<file path="src/rtl/pc_next_unit.sv">
// pc_next_unit
//   Registered program counter for the fetch stage. Computes pc+4 and
//   the branch target pc+4+(sext(imm)<<2). Each cycle it picks the next pc
//   from these sources, highest priority first:
//   stall > return > jump/call > taken branch > sequential.
//   A small circular return-address stack (RAS) serves jal / jr $ra.
//
// Ports
//   clk, rst_n      rising-edge clock, asynchronous active-low reset
//   stall           hold pc, RAS and sticky flags this cycle
//   branch_taken    resolved conditional branch for the instruction at pc
//   imm             signed branch offset, counted in instructions
//   is_jump         j/jal at pc
//   jump_index      instruction index field of j/jal
//   is_call         jal: push pc+4 (only acted on together with is_jump)
//   is_ret          jr $ra: pop the RAS into pc
//   pc              current fetch address (registered)
//   pcplus4         pc+4 (combinational)
//   pcbranch        branch target (combinational)
//   ras_empty/full  RAS occupancy status
//   ras_overflow    sticky: push while full (oldest entry was lost)
//   ras_underflow   sticky: pop while empty
module pc_next_unit #(
  parameter int              XLEN      = 32,
  parameter int              IMM_W     = 16,
  parameter logic [XLEN-1:0] RESET_PC  = '0,
  parameter int              RAS_DEPTH = 4
) (
  input  logic               clk,
  input  logic               rst_n,
  input  logic               stall,
  input  logic               branch_taken,
  input  logic [IMM_W-1:0]   imm,
  input  logic               is_jump,
  input  logic [XLEN-7:0]    jump_index,
  input  logic               is_call,
  input  logic               is_ret,
  output logic [XLEN-1:0]    pc,
  output logic [XLEN-1:0]    pcplus4,
  output logic [XLEN-1:0]    pcbranch,
  output logic               ras_empty,
  output logic               ras_full,
  output logic               ras_overflow,
  output logic               ras_underflow
);

  localparam int PTR_W = $clog2(RAS_DEPTH);
  localparam int CNT_W = $clog2(RAS_DEPTH + 1);

  logic [XLEN-1:0]  pc_reg;
  logic [PTR_W-1:0] top_reg;
  logic [CNT_W-1:0] count_reg;
  logic             overflow_reg;
  logic             underflow_reg;

  // Return addresses. Storage carries no reset: count_reg alone decides
  // which entries are valid.
  logic [XLEN-1:0]  ras_mem [RAS_DEPTH];

  logic [XLEN-1:0]  branch_off;
  logic [XLEN-1:0]  jump_target;
  logic [XLEN-1:0]  ras_top;
  logic [PTR_W-1:0] wr_ptr;

  logic [XLEN-1:0]  pc_next;
  logic             push_en;
  logic             pop_en;
  logic             set_overflow;
  logic             set_underflow;

  // Sign-extended offset scaled to bytes. When IMM_W == XLEN-2 there are
  // no extension bits left to replicate.
  generate
    if (IMM_W < XLEN - 2) begin : g_sext
      assign branch_off = {{(XLEN-IMM_W-2){imm[IMM_W-1]}}, imm, 2'b00};
    end else begin : g_nosext
      assign branch_off = {imm, 2'b00};
    end
  endgenerate

  assign pcplus4     = pc_reg + XLEN'(4);
  assign pcbranch    = pcplus4 + branch_off;
  assign jump_target = {pcplus4[XLEN-1:XLEN-4], jump_index, 2'b00};

  assign ras_top     = ras_mem[top_reg];
  // Power-of-two depth: the pointer wraps naturally. When the stack is
  // full, top+1 is exactly the oldest entry, so a push overwrites it.
  assign wr_ptr      = top_reg + PTR_W'(1);

  assign ras_empty     = (count_reg == '0);
  assign ras_full      = (count_reg == CNT_W'(RAS_DEPTH));
  assign ras_overflow  = overflow_reg;
  assign ras_underflow = underflow_reg;
  assign pc            = pc_reg;

  // Next-pc selection in priority order.
  always_comb begin
    pc_next       = pcplus4;
    push_en       = 1'b0;
    pop_en        = 1'b0;
    set_overflow  = 1'b0;
    set_underflow = 1'b0;
    if (stall) begin
      pc_next = pc_reg;
    end else if (is_ret) begin
      if (!ras_empty) begin
        pc_next = ras_top;
        pop_en  = 1'b1;
      end else begin
        set_underflow = 1'b1;
      end
    end else if (is_jump) begin
      pc_next = jump_target;
      if (is_call) begin
        push_en      = 1'b1;
        set_overflow = ras_full;
      end
    end else if (branch_taken) begin
      pc_next = pcbranch;
    end
  end

  always_ff @(posedge clk or negedge rst_n) begin
    if (!rst_n) begin
      pc_reg        <= RESET_PC;
      top_reg       <= '0;
      count_reg     <= '0;
      overflow_reg  <= 1'b0;
      underflow_reg <= 1'b0;
    end else begin
      pc_reg <= pc_next;
      if (push_en) begin
        top_reg <= wr_ptr;
        if (!ras_full) begin
          count_reg <= count_reg + CNT_W'(1);
        end
      end else if (pop_en) begin
        top_reg   <= top_reg - PTR_W'(1);
        count_reg <= count_reg - CNT_W'(1);
      end
      if (set_overflow) begin
        overflow_reg <= 1'b1;
      end
      if (set_underflow) begin
        underflow_reg <= 1'b1;
      end
    end
  end

  always_ff @(posedge clk) begin
    if (push_en) begin
      ras_mem[wr_ptr] <= pcplus4;
    end
  end

endmodule

</file>
<file path="config.mk">
export PLATFORM = sky130hd
export DESIGN_NAME = pc_next_unit
export DESIGN_NICKNAME = d
export VERILOG_FILES = /design/src/rtl/pc_next_unit.sv
export SDC_FILE = /design/constraint.sdc
export NUM_CORES = 1
export LEC_CHECK = 0
export CORE_MARGIN = 5
export CORE_UTILIZATION = 49
export CTS_CLUSTER_SIZE = 40
export DETAILED_ROUTE_END_ITERATION = 7
export GPL_TIMING_DRIVEN = 0
export PLACE_DENSITY = 0.76
export SETUP_SLACK_MARGIN = 0.15
export SLEW_MARGIN = 20
export SYNTH_ARGS = -nofsm -noshare
export SYNTH_HDL_FRONTEND = slang
export SYNTH_SLANG_ARGS = --single-unit
</file>
<file path="constraint.sdc">
create_clock -name clk -period 3.7 [get_ports clk]
set_clock_uncertainty 0.05 [all_clocks]
set_input_delay 0.555 -clock clk [delete_from_list [all_inputs] [get_ports clk]]
set_output_delay 0.555 -clock clk [all_outputs]
set_load 0.05 [all_outputs]
</file>
==> impl_metrics.csv <==
group,metric,value,unit
status,status,"complete, but fails checks",
status,failed_checks,"negative setup slack",
setup_path,path_cells,"buf_6, nand2_2, nor4b_4, buf_4, buf_4, nand2_4, xnor2_4, ha_4, and4_4, nor3b_4, o31ai_4, a21oi_2, buf_6, a21oi_4, buf_4, o21ai_2, xor2_2, buf_6",
worst_hold_path,hold_path_class,"in2async",
sta,fmax,0.217,GHz
placement,placed_area,12000,sq um
detailed_routing,drt_first_pass_iters,7,
placement,gp_congestion,0.923,
yosys,syn-cell-area,9420,sq um
yosys,synth.most_common_cell,"edfxtp_1",
power,powerDensity,1040,nW/um^2
global_route,grt_use_total,0.305,
layout,largest_reg_flops,128,
setup_path,rr_startpoint,"pc[2]",
yosys,synth_top_area_frac,0.408,
layout,drive_gt1_frac,0.399,
sta,period_needed,4610,ps
yosys,async_flop_share,0.234,
global_route,antenna_found_initial,0,
yosys,synth_top_family_by_area,"compound AO/OA/AOI/OAI gates",
yosys,synth-compound-area-share,0.148,
die,initial_core_util,0.500,
detailed_routing,drt_iter0_markers,1199,
setup_path,r2r_end,"pc[23]",
yosys,synth_area_leaders,"edfxtp_1 41%, dfrtp_1 10%, mux4_2 7.7%, ha_1 5.3%, xnor2_1 3.6%",
die,core,18800,sq um
sta,fin_setup_tns,-15880,ps
detailed_routing,routedWlPerCell,26.6,microns
sta,max-slew-margin-rel,0.177,
power,peakVddDrop,0.775,mV
layout,stdcell_area,14700,sq um
placement,pre_cts_ws,-1700,ps
die,die_area,22100,sq um
clock_network,clk_pin_slew_worst_paths,70,ps
sta,slew_viol_final,0,
layout,multi_input_area,5940,sq um
clock_network,clk_latency,440,ps
setup_path,cp_slowest_cell,"dfrtp_2",
die,io-pin-count,149,
flow_run,cap_viol_max_count,0,
global_route,grt_overflow,0,
clock_network,cts_buffers,17,
yosys,synth_mux_area_frac,0.0843,
setup_path,rrSetupSlack,-350,ps
yosys,synth_edf_count,128,
die,die_h,149,microns
detailed_routing,drt_wl_total,36.1,mm
setup_path,r2r_cells,21,
setup_path,start_kind,"register",
yosys,synthAdderAreaFrac,0.0574,
yosys,synthTopCellsByCount,"128 x edfxtp_1, 58 x nor2_1, 57 x a21oi_1, 53 x nand2_1, 40 x ha_1",
layout,register_area,4840,sq um
setup_path,crit_path_start,"pc[4]",
clock_network,clk_path_buf_depth,2,
layout,n_fill_cell,1008,
clock_network,htree_levels,4,
yosys,syn_nets,878,
yosys,ys_seq_elements,167,
setup_path,crit_type,"reg2out",
global_route,grt_pass1_wl,50.7,mm
die,rows,50,
clock_network,clock_sinks,167,
setup_path,path_max_fanout,7,
placement,portBuffers,146,
sta,tightest_slew,1240,ps
detailed_routing,via_per_inst,6.60,
sta,setup_viol,31,
detailed_routing,drc,0,
sta,rsz0062_at_grt,"yes",
sta,whs,85.7,ps
sta,hold_viol,0,
yosys,synth.distinct_cells,67,
global_route,grt_pass1_vias,8538,
layout,antenna_cells,0,
clock_network,holdBufCountCts,0,
setup_path,end_kind,"output port",
setup_path,crit_required,3090,ps
global_route,grt_max_degree,22,
clock_network,cts_tree,"built",
layout,area_growth,56.3,%
yosys,netlist_instances,787,
detailed_routing,vias,8970,
setup_path,critPathArrivalTime,4010,ps
detailed_routing,ant_nets,0,
yosys,synth_xor_area_frac,0.0567,
yosys,synth-main-ff-cell,"edfxtp_1",
yosys,yosys.area_share.simple,0.114,
die,die_w,149,microns
layout,layout.nets,1177,
sta,fin_crit_sh,1.25,
yosys,ys_warn_count,0,
clock_network,clockRootBuffer,"clkbuf_16",
placement,dp_hpwl,21.9,mm
yosys,synth_seq_area_share,0.512,
sta,worst_slack,-912,ps
yosys,synth_top_area_cell,"edfxtp_1",
yosys,syn_area_per_cell,12.0,sq um
power,power.leakage,5.56,nW
setup_path,slowest_delay,390,ps
setup_path,worstSetupEndpoint,"pcbranch[24]",
-- area by class of cell --
cell class | count | area share
multi-input cells | 557 | 0.403
flip-flops and latches | 167 | 0.329
repair buffers | 280 | 0.181
clock buffers | 19 | 0.0308
well taps | 260 | 0.0221
plain buffers | 43 | 0.0159
clock inverters | 13 | 0.0129
inverters | 20 | 0.00510
-- logic make-up (layout without fill, tap and decap cells) --
logic type	count (synthesis)	in the layout
and+or+nand+nor	214	214
muxes	39	39
AOI/OAI and AO/OA	204	204
buffers and inverters	63	375
xor gates and xnor gates	58	58
adders and majority gates	42	42
DFF	167	167
-- worst max-delay path: cells and delay by family (launching register included) --
kind | cells | cell delay, ps
simple gates | 5 | 910
xor+xnor | 2 | 370
compound gates | 4 | 640
buf+inv | 6 | 950
flops | 1 | 390
fa+ha+maj | 1 | 290
-- metal layers --
layer	vias to the layer above	track usage	wire length [microns]
li1	3636	-	-
met3	198	0.0686	4350
met2	728	0.498	17100
met1	4408	0.396	12900
met4	0	0.127	1810
met5	-	0	0
-- timing repair --
item,4_1_cts,5_1_grt
resized for setup,331,82
pin swaps,75,50
endpoints found under the setup margin,65,58
buffers inserted,86,42
-- cells in the final DEF, fill, tap and decap left out, types with 18 or more instances in the layout --
cell type          n
buf_6             48
buf_4            110
edfxtp_1         128
clkdlybuf4s50_1   97
nor2_1            46
clkbuf_1          25
inv_1             18
nand2_1           48
xnor2_4           25
mux4_2            32
ha_4              18
dfrtp_1           23
a21oi_1           37
ha_1              21
-- worst min-delay path by stage --
stage / slack (ps) / end / cells past startpoint
5_1_grt: 100 / pc[2] / 1
3_5_place_dp: 410 / ras_underflow / 1
6_report: 90 / pc[2] / 1
2_1_floorplan: 210 / count_reg[0] / 0
4_1_cts: 70 / pc[2] / 1
3_3_place_gp: 390 / ras_overflow / 1
-- power by group --
group / total (W) / leakage, nW / switching [W] / internal (W)
Sequential: 0.00287 / 1.60 / 0.000416 / 0.00246
Clock: 0.00197 / 0.315 / 0.000795 / 0.00118
Combinational: 0.0104 / 3.65 / 0.00621 / 0.00423
-- metrics by stage --
| stage | instances | util | total power, W |
|---|---|---|---|
| 2_1_floorplan | 787 | - | 0.00854 |
| 4_1_cts | 1317 | 0.748 | 0.0142 |
| 3_3_place_gp | 1193 | 0.631 | 0.0109 |
| 3_5_place_dp | 1199 | 0.639 | 0.0110 |
| 5_1_grt | 1359 | 0.782 | 0.0158 |
| 6_report | 1359 | 0.782 | 0.0153 |
Note: power is estimated with default switching activity, not from simulation.
